===== config.mk =====
export PLATFORM = sky130hd
export DESIGN_NAME = pc_fetch_control
export DESIGN_NICKNAME = d
export VERILOG_FILES = /design/src/rtl/pc_fetch_control_pkg.sv /design/src/rtl/pc_redirect_buffer.sv /design/src/rtl/pc_fetch_control.sv
export SDC_FILE = /design/constraint.sdc
export NUM_CORES = 1
export LEC_CHECK = 0
export ABC_AREA = 1
export CORE_MARGIN = 3
export CORE_UTILIZATION = 40
export DETAILED_ROUTE_END_ITERATION = 10
export PLACE_DENSITY = 0.73
export SYNTH_ARGS = -nofsm -noshare
export SYNTH_HDL_FRONTEND = slang
export SYNTH_SLANG_ARGS = --single-unit

===== constraint.sdc =====
create_clock -name Clk -period 2.2 [get_ports Clk]
set_clock_uncertainty 0.2 [all_clocks]
set_input_delay 0.44 -clock Clk [delete_from_list [all_inputs] [get_ports Clk]]
set_output_delay 0.44 -clock Clk [all_outputs]
set_load 0.005 [all_outputs]

===== src/rtl/pc_fetch_control_pkg.sv =====
// pc_fetch_control_pkg: shared reset PC default, alignment mask and next-PC select encoding
package pc_fetch_control_pkg;
  localparam logic [31:0] RESET_PC_DEFAULT = 32'h0000_0000;
  localparam logic [1:0] ALIGN_MASK = 2'b00;
  typedef enum logic [1:0] {
    SEL_SEQ  = 2'd0,
    SEL_BR   = 2'd1,
    SEL_JMP  = 2'd2,
    SEL_PEND = 2'd3
  } sel_e;
endpackage


===== src/rtl/pc_redirect_buffer.sv =====
// pc_redirect_buffer: holds one redirect raised during a stall; in Clk/Reset/Stall/branch/jump, out pending flag, target, is-branch
module pc_redirect_buffer
  import pc_fetch_control_pkg::*;
#(
  parameter int PC_WIDTH = 32
) (
  input  logic                Clk,
  input  logic                Reset,
  input  logic                Stall,
  input  logic                BranchTaken,
  input  logic [PC_WIDTH-1:0] BranchTarget,
  input  logic                Jump,
  input  logic [PC_WIDTH-1:0] JumpTarget,
  output logic                pending,
  output logic [PC_WIDTH-1:0] pend_target,
  output logic                pend_is_branch
);
  always_ff @(posedge Clk) begin
    if (Reset || !Stall) begin
      pending        <= 1'b0;
      pend_target    <= '0;
      pend_is_branch <= 1'b0;
    end else if (BranchTaken) begin
      pending        <= 1'b1;
      pend_target    <= BranchTarget;
      pend_is_branch <= 1'b1;
    end else if (Jump && !(pending && pend_is_branch)) begin
      pending        <= 1'b1;
      pend_target    <= JumpTarget;
      pend_is_branch <= 1'b0;
    end
  end
endmodule


===== src/rtl/pc_fetch_control.sv =====
// pc_fetch_control: IF-stage PC register and next-PC select; in stall/PC+4/branch/jump, out PCResult, RedirectPending, FlushIF, MisalignFault, FetchCount
module pc_fetch_control
  import pc_fetch_control_pkg::*;
#(
  parameter logic [31:0] RESET_PC = RESET_PC_DEFAULT,
  parameter int          PC_WIDTH = 32
) (
  input  logic                Clk,
  input  logic                Reset,
  input  logic                Stall,
  input  logic [PC_WIDTH-1:0] PCAddResult,
  input  logic                BranchTaken,
  input  logic [PC_WIDTH-1:0] BranchTarget,
  input  logic                Jump,
  input  logic [PC_WIDTH-1:0] JumpTarget,
  output logic [PC_WIDTH-1:0] PCResult,
  output logic                RedirectPending,
  output logic                FlushIF,
  output logic                MisalignFault,
  output logic [31:0]         FetchCount
);
  logic [PC_WIDTH-1:0] pend_target, target;
  logic                pend_is_branch, redirect;
  sel_e                sel;
  pc_redirect_buffer #(.PC_WIDTH(PC_WIDTH)) u_buf (
    .Clk(Clk), .Reset(Reset), .Stall(Stall),
    .BranchTaken(BranchTaken), .BranchTarget(BranchTarget),
    .Jump(Jump), .JumpTarget(JumpTarget),
    .pending(RedirectPending), .pend_target(pend_target), .pend_is_branch(pend_is_branch)
  );
  always_comb begin
    sel = BranchTaken ? SEL_BR : Jump ? SEL_JMP : RedirectPending ? SEL_PEND : SEL_SEQ;
    target = (sel == SEL_BR) ? BranchTarget : (sel == SEL_JMP) ? JumpTarget : pend_target;
    redirect = !Stall && (sel != SEL_SEQ);
  end
  always_ff @(posedge Clk) begin
    if (Reset) begin
      PCResult      <= PC_WIDTH'(RESET_PC);
      FlushIF       <= 1'b0;
      MisalignFault <= 1'b0;
      FetchCount    <= '0;
    end else begin
      FlushIF <= redirect;
      if (!Stall) begin
        PCResult   <= redirect ? {target[PC_WIDTH-1:2], ALIGN_MASK} : PCAddResult;
        FetchCount <= FetchCount + 32'd1;
      end
      if (redirect && target[1:0] != 2'b00) MisalignFault <= 1'b1;
    end
  end
endmodule


==> report_table.html, run 1 <==
<table>
<tr><th>Metric</th><th>Value</th></tr>
<tr><th colspan="2">Timing</th></tr>
<tr><td>Number of endpoints with negative hold slack in the final report</td><td>0</td></tr>
<tr><td>Slew margin rel.</td><td>69.8%</td></tr>
<tr><td>Worst Slack Setup Final</td><td>0.172 ns</td></tr>
<tr><td>Number of slew-limit violations in the final report</td><td>0</td></tr>
<tr><td>Final worst hold slack</td><td>0.255 ns</td></tr>
<tr><td>Unrepaired setup endpoints after global routing</td><td>no</td></tr>
<tr><td>Post-route fraction of the period consumed by the critical path</td><td>92.2%</td></tr>
<tr><td>Slew @ Worst Pin</td><td>0.450 ns</td></tr>
<tr><td>Minimum clock period</td><td>2.03 ns</td></tr>
<tr><td>Setup-violating endpoint count in the final report</td><td>0</td></tr>
<tr><td>Setup_tns</td><td>0 ns</td></tr>
<tr><td>Maximum operating frequency</td><td>0.493 GHz</td></tr>
<tr><th colspan="2">Min path</th></tr>
<tr><td>Path category of the worst min-delay check</td><td>flip-flop to flip-flop</td></tr>
<tr><th colspan="2">Layout</th></tr>
<tr><td>Area taken by flip-flops and latches</td><td>0.00200 mm^2</td></tr>
<tr><td>Final core utilization</td><td>60.4%</td></tr>
<tr><td>Area used by multi-input combinational logic</td><td>0.00260 mm^2</td></tr>
<tr><td>Filler cell count</td><td>1,142</td></tr>
<tr><td>Non-Filler Instances</td><td>1,093</td></tr>
<tr><td>NumNets Final</td><td>1,023</td></tr>
<tr><td>Layout cell share with drive strength beyond 1</td><td>7.24%</td></tr>
<tr><td>Synth-to-Final Area Change</td><td>46.6%</td></tr>
<tr><td>Final std cell area, no fill</td><td>0.00731 mm^2</td></tr>
<tr><td>Total inserted antenna cells</td><td>0</td></tr>
<tr><th colspan="2">Clock network</th></tr>
<tr><td>Root buffer cell</td><td>sky130_fd_sc_hd__clkbuf_16</td></tr>
<tr><td>CTS resizes</td><td>0</td></tr>
<tr><td>TritonCTS clock tree</td><td>yes</td></tr>
<tr><td>Post-CTS setup buffers</td><td>0</td></tr>
<tr><td>Worst-Skew Late Latency</td><td>0.34 ns</td></tr>
<tr><td>H-tree depth</td><td>3</td></tr>
<tr><td>Number of hold buffers added after CTS</td><td>0</td></tr>
<tr><td>Cts bufs inserted</td><td>9</td></tr>
<tr><td>Sinks on the clock net</td><td>100</td></tr>
<tr><td>CTS clock-pin slew for the worst setup and hold paths</td><td>0.06 ns</td></tr>
<tr><td>Largest buffer count on any clock path</td><td>2</td></tr>
<tr><th colspan="2">Run status</th></tr>
<tr><td>Outcome</td><td>complete, no violations</td></tr>
<tr><th colspan="2">Placement</th></tr>
<tr><td>DP Worst Slack</td><td>0.0279 ns</td></tr>
<tr><td>HPWL after detailed placement</td><td>11.8 mm</td></tr>
<tr><td>Dpl cells</td><td>1,078</td></tr>
<tr><td>Input/output buffers</td><td>167</td></tr>
<tr><td>Final Wtd Congestion</td><td>0.874</td></tr>
<tr><td>Post-detailed-placement cell area</td><td>0.00701 mm^2</td></tr>
<tr><th colspan="2">Synthesis</th></tr>
<tr><td>Most common cell in the netlist</td><td>sky130_fd_sc_hd__nand2_1</td></tr>
<tr><td>Combined area of all synthesized cells</td><td>0.00499 mm^2</td></tr>
<tr><td>Synth area leaders</td><td>sky130_fd_sc_hd__dfxtp_1 (40%), sky130_fd_sc_hd__nand2_1 (13%), sky130_fd_sc_hd__o21ai_0 (12%), sky130_fd_sc_hd__nor2_1 (8.4%), sky130_fd_sc_hd__inv_1 (3.8%)</td></tr>
<tr><td>Number of distinct library cells after synthesis</td><td>34</td></tr>
<tr><td>Fraction of post-synthesis cell area in the top cell type by area</td><td>40.1%</td></tr>
<tr><td>Leading post-synthesis cells by instance count</td><td>sky130_fd_sc_hd__nand2_1 (173), sky130_fd_sc_hd__o21ai_0 (124), sky130_fd_sc_hd__nor2_1 (112), sky130_fd_sc_hd__dfxtp_1 (100), sky130_fd_sc_hd__inv_1 (51)</td></tr>
<tr><td>Synthesized area per cell</td><td>6.66 um^2</td></tr>
<tr><td>Count of warnings emitted by yosys</td><td>0</td></tr>
<tr><td>Post-Syn Nets</td><td>851</td></tr>
<tr><td>Xor and xnor fraction of the mapped netlist area</td><td>0.702%</td></tr>
<tr><td>Share of async-settable or async-resettable flops after synthesis</td><td>0%</td></tr>
<tr><td>Yosys reg bits</td><td>100</td></tr>
<tr><td>Prevailing post-synth register cell</td><td>sky130_fd_sc_hd__dfxtp_1</td></tr>
<tr><td>EDFF count, synth</td><td>0</td></tr>
<tr><td>Adder and majority cell fraction of the synthesized area</td><td>0.251%</td></tr>
<tr><td>Sequential element share of the synthesized area</td><td>40.1%</td></tr>
<tr><td>Cell accounting for the most synthesized area</td><td>sky130_fd_sc_hd__dfxtp_1</td></tr>
<tr><td>Post-synthesis compound-gate area fraction</td><td>23.5%</td></tr>
<tr><td>Post-synthesis cell count</td><td>749</td></tr>
<tr><td>Combinational family with the most area after synthesis</td><td>simple AND/OR/NAND/NOR gates</td></tr>
<tr><td>Mux share of post-synthesis cell area</td><td>0%</td></tr>
<tr><td>Post-synthesis simple-gate area fraction</td><td>27.6%</td></tr>
<tr><th colspan="2">Drt</th></tr>
<tr><td>Routed wire length</td><td>15.5 mm</td></tr>
<tr><td>DR vias</td><td>5,480</td></tr>
<tr><td>Average routed wire per standard cell</td><td>14.1 um</td></tr>
<tr><td>Drt pass-1 iters</td><td>5</td></tr>
<tr><td>Residual DRC</td><td>0</td></tr>
<tr><td>Number of design-rule violations left by the first detailed-router iteration</td><td>477</td></tr>
<tr><td>Remaining antenna violation count</td><td>0</td></tr>
<tr><td>Vias per cell</td><td>5.01</td></tr>
<tr><th colspan="2">Critical path</th></tr>
<tr><td>Cell breakdown of the critical path</td><td>clkdlybuf4s50_1</td></tr>
<tr><td>Highest cell delay on the worst timing path</td><td>0.57 ns</td></tr>
<tr><td>Type of the worst setup path</td><td>flip-flop to output port</td></tr>
<tr><td>Slowest cell on the critical path</td><td>sky130_fd_sc_hd__clkdlybuf4s50_1</td></tr>
<tr><td>Setup crit start kind</td><td>flip-flop</td></tr>
<tr><td>Worst Path Buf+Inv</td><td>1</td></tr>
<tr><td>Biggest fanout along the worst timing path</td><td>3</td></tr>
<tr><td>Data arrival time of the critical path</td><td>1.39 ns</td></tr>
<tr><td>Crit path capture type</td><td>output port</td></tr>
<tr><td>Family with the most delay on the worst path</td><td>buffers and inverters</td></tr>
<tr><td>CP Data Required Time</td><td>1.56 ns</td></tr>
<tr><th colspan="2">Global routing</th></tr>
<tr><td>GRT Resource Usage Total</td><td>22.0%</td></tr>
<tr><td>Overflow after GRT</td><td>0</td></tr>
<tr><td>Global-route wire length before repair</td><td>25.2 mm</td></tr>
<tr><td>Via count of the first global-routing pass</td><td>5,080</td></tr>
<tr><td>Initial antenna violation count</td><td>0</td></tr>
<tr><td>Pin count of the biggest net entering global routing</td><td>51</td></tr>
<tr><th colspan="2">Power and ir drop</th></tr>
<tr><td>Power Dens Cells</td><td>588 mW/mm^2</td></tr>
<tr><td>Peak supply drop</td><td>412 uV</td></tr>
<tr><td>Power, Total</td><td>4.30 mW</td></tr>
<tr><td>Total leakage power</td><td>2.77 nW</td></tr>
<tr><th colspan="2">Floorplanning</th></tr>
<tr><td>Core region area</td><td>0.0121 mm^2</td></tr>
<tr><td>Die Y</td><td>118 um</td></tr>
<tr><td>Die width</td><td>118 um</td></tr>
<tr><td>Row Count</td><td>40</td></tr>
<tr><td>Number of placed I/O pins</td><td>168</td></tr>
<tr><td>Starting density of the core</td><td>41.2%</td></tr>
<tr><td>Die ar.</td><td>0.0138 mm^2</td></tr>
<tr><th colspan="2">Flow run</th></tr>
<tr><td>Number of violations of the max-capacitance limit</td><td>0</td></tr>
</table>
-- cells by family after synthesis --
kind of cell,Yosys count
fa+ha+maj,1
buf+inv,97
compound gates,218
xor+xnor,4
flops,100
simple gates,329
-- per-layer routing --
| metal | up-vias | GRT usage [%] | routed length (um) |
|---|---|---|---|
| li1 | 2818 | - | - |
| met3 | 16 | 4.13 | 1050 |
| met5 | - | 0 | 0 |
| met2 | 215 | 34.4 | 7080 |
| met1 | 2431 | 30.8 | 7110 |
| met4 | 0 | 6.67 | 210 |
-- registers in the layout, indices dropped and copies added (netlist names) --
register              flops
FetchCount               32
FlushIF                   1
MisalignFault             1
PCResult                 32
u_buf.pend_is_branch      1
u_buf.pend_target        32
u_buf.pending             1
-- placed cells by master (no fill, tap or decap), types with 10 or more instances in the layout --
cell type | synthesis | layout
sky130_fd_sc_hd__inv_1 | 51 | 51
sky130_fd_sc_hd__a31oi_1 | 23 | 23
sky130_fd_sc_hd__nor2_1 | 112 | 111
sky130_fd_sc_hd__a311oi_1 | 10 | 10
sky130_fd_sc_hd__a21oi_1 | 25 | 25
sky130_fd_sc_hd__nand3_1 | 15 | 15
sky130_fd_sc_hd__o21ai_1 | 31 | 31
sky130_fd_sc_hd__buf_4 | 2 | 32
sky130_fd_sc_hd__clkdlybuf4s50_1 | 0 | 167
sky130_fd_sc_hd__dfxtp_1 | 100 | 100
sky130_fd_sc_hd__nand2_1 | 173 | 173
sky130_fd_sc_hd__o21ai_0 | 124 | 124
-- power by group --
part | leakage, nW | total [mW] | internal, mW | switching (mW)
registers | 0.819 | 1.94 | 1.90 | 0.0484
clock network | 0.149 | 1.62 | 0.970 | 0.654
logic | 1.80 | 0.734 | 0.397 | 0.336
total | 2.77 | 4.30 | 3.26 | 1.04
-- path summary, 6_finish.rpt --
path / depth (start not counted) / start / endpoint / slack [ns]
setup / recovery: 1 / u_buf.pending$_SDFFE_PP0P_ / RedirectPending / 0.17
setup reg to reg: 11 / FetchCount[0]$_SDFFE_PP0N_ / FetchCount[28]$_SDFFE_PP0N_ / 0.28
hold / removal: 2 / PCResult[3]$_SDFFE_PP0N_ / PCResult[3]$_SDFFE_PP0N_ / 0.25
hold reg to reg: 2 / PCResult[3]$_SDFFE_PP0N_ / PCResult[3]$_SDFFE_PP0N_ / 0.25
-- layout make-up --
cell class | count | area share (%)
Multi-Input combinational cell | 552 | 35.5
Inverter | 55 | 2.84
Sequential cell | 100 | 27.4
Tap cell | 168 | 2.87
Clock inverter | 1 | 0.411
Clock buffer | 14 | 3.75
Timing Repair Buffer | 203 | 27.2
No activity file was read; power rests on OpenSTA's default activity.
==> run 2: changes to the inputs <==
- CORE_ASPECT_RATIO: default -> 0.8
- CORE_MARGIN: 3 -> 1.5
- GPL_TIMING_DRIVEN: default -> 1
==> report_table.html, run 2 (synthesis gave the netlist of run 1 again) <==
<table>
<tr><th>Metric</th><th>Value</th></tr>
<tr><th colspan="2">Drt</th></tr>
<tr><td>DR vias</td><td>5,656 (was 5,480)</td></tr>
<tr><td>Vias per cell</td><td>5.19 (was 5.01)</td></tr>
<tr><td>Drt pass-1 iters</td><td>5 (unchanged)</td></tr>
<tr><td>Remaining antenna violation count</td><td>0 (unchanged)</td></tr>
<tr><td>Average routed wire per standard cell</td><td>15.0 um (was 14.1 um)</td></tr>
<tr><td>Residual DRC</td><td>0 (unchanged)</td></tr>
<tr><td>Number of design-rule violations left by the first detailed-router iteration</td><td>444 (was 477)</td></tr>
<tr><td>Routed wire length</td><td>16.4 mm (was 15.5 mm)</td></tr>
<tr><th colspan="2">Global routing</th></tr>
<tr><td>Met2 global-route usage</td><td>33.3% (was 34.4%)</td></tr>
<tr><td>Via count of the first global-routing pass</td><td>4,852 (was 5,080)</td></tr>
<tr><td>Global-route wire length before repair</td><td>25.7 mm (was 25.2 mm)</td></tr>
<tr><td>Pin count of the biggest net entering global routing</td><td>33 (was 51)</td></tr>
<tr><td>Routing usage on met1</td><td>40.1% (was 30.8%)</td></tr>
<tr><td>GRT Resource Usage Total</td><td>25.1% (was 22.0%)</td></tr>
<tr><td>Layer carrying the most global-route usage</td><td>met1 (was met2)</td></tr>
<tr><td>Met3 track demand over resource</td><td>4.83% (was 4.13%)</td></tr>
<tr><td>Initial antenna violation count</td><td>0 (unchanged)</td></tr>
<tr><td>Overflow after GRT</td><td>0 (unchanged)</td></tr>
<tr><th colspan="2">Floorplanning</th></tr>
<tr><td>Number of placed I/O pins</td><td>168 (unchanged)</td></tr>
<tr><td>Die width</td><td>128 um (was 118 um)</td></tr>
<tr><td>Row Count</td><td>36 (was 40)</td></tr>
<tr><td>Die Y</td><td>103 um (was 118 um)</td></tr>
<tr><td>Core region area</td><td>0.0122 mm^2 (was 0.0121 mm^2)</td></tr>
<tr><td>Starting density of the core</td><td>41.0% (was 41.2%)</td></tr>
<tr><td>Die ar.</td><td>0.0132 mm^2 (was 0.0138 mm^2)</td></tr>
<tr><th colspan="2">Critical path</th></tr>
<tr><td>Family with the most delay on the worst path</td><td>buffers and inverters (unchanged)</td></tr>
<tr><td>Worst Path Buf+Inv</td><td>3 (was 1)</td></tr>
<tr><td>Data arrival time of the critical path</td><td>2.14 ns (was 1.39 ns)</td></tr>
<tr><td>Type of the worst setup path</td><td>input pin to flip-flop (was flip-flop to output port)</td></tr>
<tr><td>CP Data Required Time</td><td>2.22 ns (was 1.56 ns)</td></tr>
<tr><td>Logic depth of the worst path, buffers included</td><td>8 (was 1)</td></tr>
<tr><td>Biggest fanout along the worst timing path</td><td>11 (was 3)</td></tr>
<tr><td>Highest cell delay on the worst timing path</td><td>0.56 ns (was 0.57 ns)</td></tr>
<tr><td>Crit path capture type</td><td>flip-flop (was output port)</td></tr>
<tr><td>Cell breakdown of the critical path</td><td>clkdlybuf4s50_1, nand2_2, nand2_4, nor2_8, inv_2, buf_12, o21ai_0, o21ai_1 (was clkdlybuf4s50_1)</td></tr>
<tr><td>Setup crit start kind</td><td>input pin (was flip-flop)</td></tr>
<tr><td>Slowest cell on the critical path</td><td>sky130_fd_sc_hd__clkdlybuf4s50_1 (unchanged)</td></tr>
<tr><td>R2R depth</td><td>8 (was 11)</td></tr>
<tr><th colspan="2">Clock network</th></tr>
<tr><td>Sinks on the clock net</td><td>100 (unchanged)</td></tr>
<tr><td>Post-CTS setup buffers</td><td>0 (unchanged)</td></tr>
<tr><td>Root buffer cell</td><td>sky130_fd_sc_hd__clkbuf_16 (unchanged)</td></tr>
<tr><td>Worst-Skew Late Latency</td><td>0.34 ns (about the same)</td></tr>
<tr><td>Number of hold buffers added after CTS</td><td>0 (unchanged)</td></tr>
<tr><td>CTS resizes</td><td>0 (unchanged)</td></tr>
<tr><td>CTS clock-pin slew for the worst setup and hold paths</td><td>0.06 ns (about the same)</td></tr>
<tr><td>H-tree depth</td><td>3 (unchanged)</td></tr>
<tr><td>Cts bufs inserted</td><td>9 (unchanged)</td></tr>
<tr><td>Largest buffer count on any clock path</td><td>2 (unchanged)</td></tr>
<tr><td>TritonCTS clock tree</td><td>yes (unchanged)</td></tr>
<tr><th colspan="2">Flow run</th></tr>
<tr><td>Number of violations of the max-capacitance limit</td><td>0 (unchanged)</td></tr>
<tr><th colspan="2">Layout</th></tr>
<tr><td>Most common cell after layout, fill and taps aside</td><td>sky130_fd_sc_hd__nand2_1 (unchanged)</td></tr>
<tr><td>Total inserted antenna cells</td><td>0 (unchanged)</td></tr>
<tr><td>Synth-to-Final Area Change</td><td>48.3% (was 46.6%)</td></tr>
<tr><td>Commonest non-fill, non-tap cells in the layout</td><td>sky130_fd_sc_hd__nand2_1 (173), sky130_fd_sc_hd__clkdlybuf4s50_1 (167), sky130_fd_sc_hd__o21ai_0 (124) (unchanged)</td></tr>
<tr><td>NumNets Final</td><td>1,034 (was 1,023)</td></tr>
<tr><td>Layout cell share with drive strength beyond 1</td><td>8.54% (was 7.24%)</td></tr>
<tr><td>Non-Filler Instances</td><td>1,089 (was 1,093)</td></tr>
<tr><td>Final core utilization</td><td>60.8% (was 60.4%)</td></tr>
<tr><td>Leading registers by flop count</td><td>FetchCount: 32 flops, PCResult: 32 flops, u_buf.pend_target: 32 flops (unchanged)</td></tr>
<tr><th colspan="2">Timing</th></tr>
<tr><td>Unrepaired setup endpoints after global routing</td><td>no (unchanged)</td></tr>
<tr><td>Slew margin rel.</td><td>69.0% (was 69.8%)</td></tr>
<tr><td>Maximum operating frequency</td><td>0.471 GHz (was 0.493 GHz)</td></tr>
<tr><td>Setup-violating endpoint count in the final report</td><td>0 (unchanged)</td></tr>
<tr><td>Number of endpoints with negative hold slack in the final report</td><td>0 (unchanged)</td></tr>
<tr><td>Worst Slack Setup Final</td><td>0.0763 ns (was 0.172 ns)</td></tr>
<tr><td>Final worst hold slack</td><td>0.251 ns (was 0.255 ns)</td></tr>
<tr><td>Post-route fraction of the period consumed by the critical path</td><td>96.5% (was 92.2%)</td></tr>
<tr><td>Number of slew-limit violations in the final report</td><td>0 (unchanged)</td></tr>
<tr><td>Minimum clock period</td><td>2.12 ns (was 2.03 ns)</td></tr>
<tr><td>Slew @ Worst Pin</td><td>0.460 ns (was 0.450 ns)</td></tr>
<tr><th colspan="2">Power and ir drop</th></tr>
<tr><td>Power Dens Cells</td><td>570 mW/mm^2 (was 588 mW/mm^2)</td></tr>
<tr><td>Sequential power share</td><td>46.2% (was 45.2%)</td></tr>
<tr><td>Peak supply drop</td><td>492 uV (was 412 uV)</td></tr>
<tr><td>Clock share of power</td><td>35.3% (was 37.8%)</td></tr>
<tr><td>Power share of the combinational group</td><td>18.6% (was 17.1%)</td></tr>
<tr><td>Internal</td><td>3.11 mW (was 3.26 mW)</td></tr>
<tr><td>Total leakage power</td><td>2.84 nW (was 2.77 nW)</td></tr>
<tr><td>Fraction of power spent switching nets</td><td>26.2% (was 24.1%)</td></tr>
<tr><td>Psw</td><td>1.10 mW (was 1.04 mW)</td></tr>
<tr><th colspan="2">Min path</th></tr>
<tr><td>Path category of the worst min-delay check</td><td>flip-flop to flip-flop (unchanged)</td></tr>
<tr><td>Worst hold path depth</td><td>2 (unchanged)</td></tr>
<tr><th colspan="2">Placement</th></tr>
<tr><td>Dpl cells</td><td>1,073 (was 1,078)</td></tr>
<tr><td>Final Wtd Congestion</td><td>0.886 (was 0.874)</td></tr>
<tr><td>Input/output buffers</td><td>167 (unchanged)</td></tr>
<tr><td>DP Worst Slack</td><td>-0.221 ns (was 0.0279 ns)</td></tr>
<tr><td>HPWL after detailed placement</td><td>12.6 mm (was 11.8 mm)</td></tr>
<tr><th colspan="2">Run status</th></tr>
<tr><td>Outcome</td><td>complete, no violations (unchanged)</td></tr>
</table>
## run 2: changes by cell type in the layout (fill, tap and decap cells not counted), sizes merged
| cell | delta |
|---|---|
| clkinv | +5 |
| buf | +11 |
| clkinvlp | +1 |
| bufinv | -1 |
| clkbuf | -4 |
## run 2: per-layer routing
metal  vias up  wire [um]
met5         -          0
li1       2854          -
met2       280       6360
met3        19       1340
met1      2503       8420
met4         0        267
## run 2: final timing paths
check                                                  startpoint  slack, ns                                end
worst max-delay path                                         Jump       0.08           PCResult[3]$_SDFFE_PP0N_
worst min register to register  u_buf.pend_target[0]$_SDFFE_PP0P_       0.25  u_buf.pend_target[0]$_SDFFE_PP0P_
worst max register to register         u_buf.pending$_SDFFE_PP0P_       0.25           PCResult[3]$_SDFFE_PP0N_
worst min-delay path            u_buf.pend_target[0]$_SDFFE_PP0P_       0.25  u_buf.pend_target[0]$_SDFFE_PP0P_
## run 2: area by class of cell
class	count	area, um^2
clock inverters	6	40.0
well taps	152	190
inverters	55	208
flip-flops and latches	100	2000
multi-input cells	552	2590
clock buffers	10	239
repair buffers	214	2120
fillers	1138	4760
## run 2: power groups by stage
stage / clock network (mW) / logic, mW / registers [mW]
3_3_place_gp: 0 / 0.769 / 1.98
3_5_place_dp: 0 / 0.770 / 1.99
2_1_floorplan: 0 / 0.294 / 1.98
4_1_cts: 1.52 / 0.772 / 1.94
5_1_grt: 1.59 / 0.851 / 1.95
6_report: 1.49 / 0.782 / 1.95
## run 2: tightest hold or removal path: stages, from the launching register on
cell and delay, ns:
sky130_fd_sc_hd__dfxtp_1 0.30, sky130_fd_sc_hd__inv_1 0.06, sky130_fd_sc_hd__a21oi_1 0.05
## run 2: metrics by stage
| step | instance area, um^2 | total power, mW | TNS [ns] |
|---|---|---|---|
| after floorplan | 4990 | 2.27 | 0 |
| final | 7400 | 4.22 | 0 |
| after global routing | 7400 | 4.40 | 0 |
| after detailed placement | 7120 | 2.75 | -2.56 |
| after global placement | 7120 | 2.75 | -1.18 |
| after CTS | 7400 | 4.24 | 0 |
==> run 3: changes to the inputs <==
- SKIP_CTS_REPAIR_TIMING: default -> 1
==> results of run 3 <==
The final DEF is identical to that of run 2; final timing and power are the same.
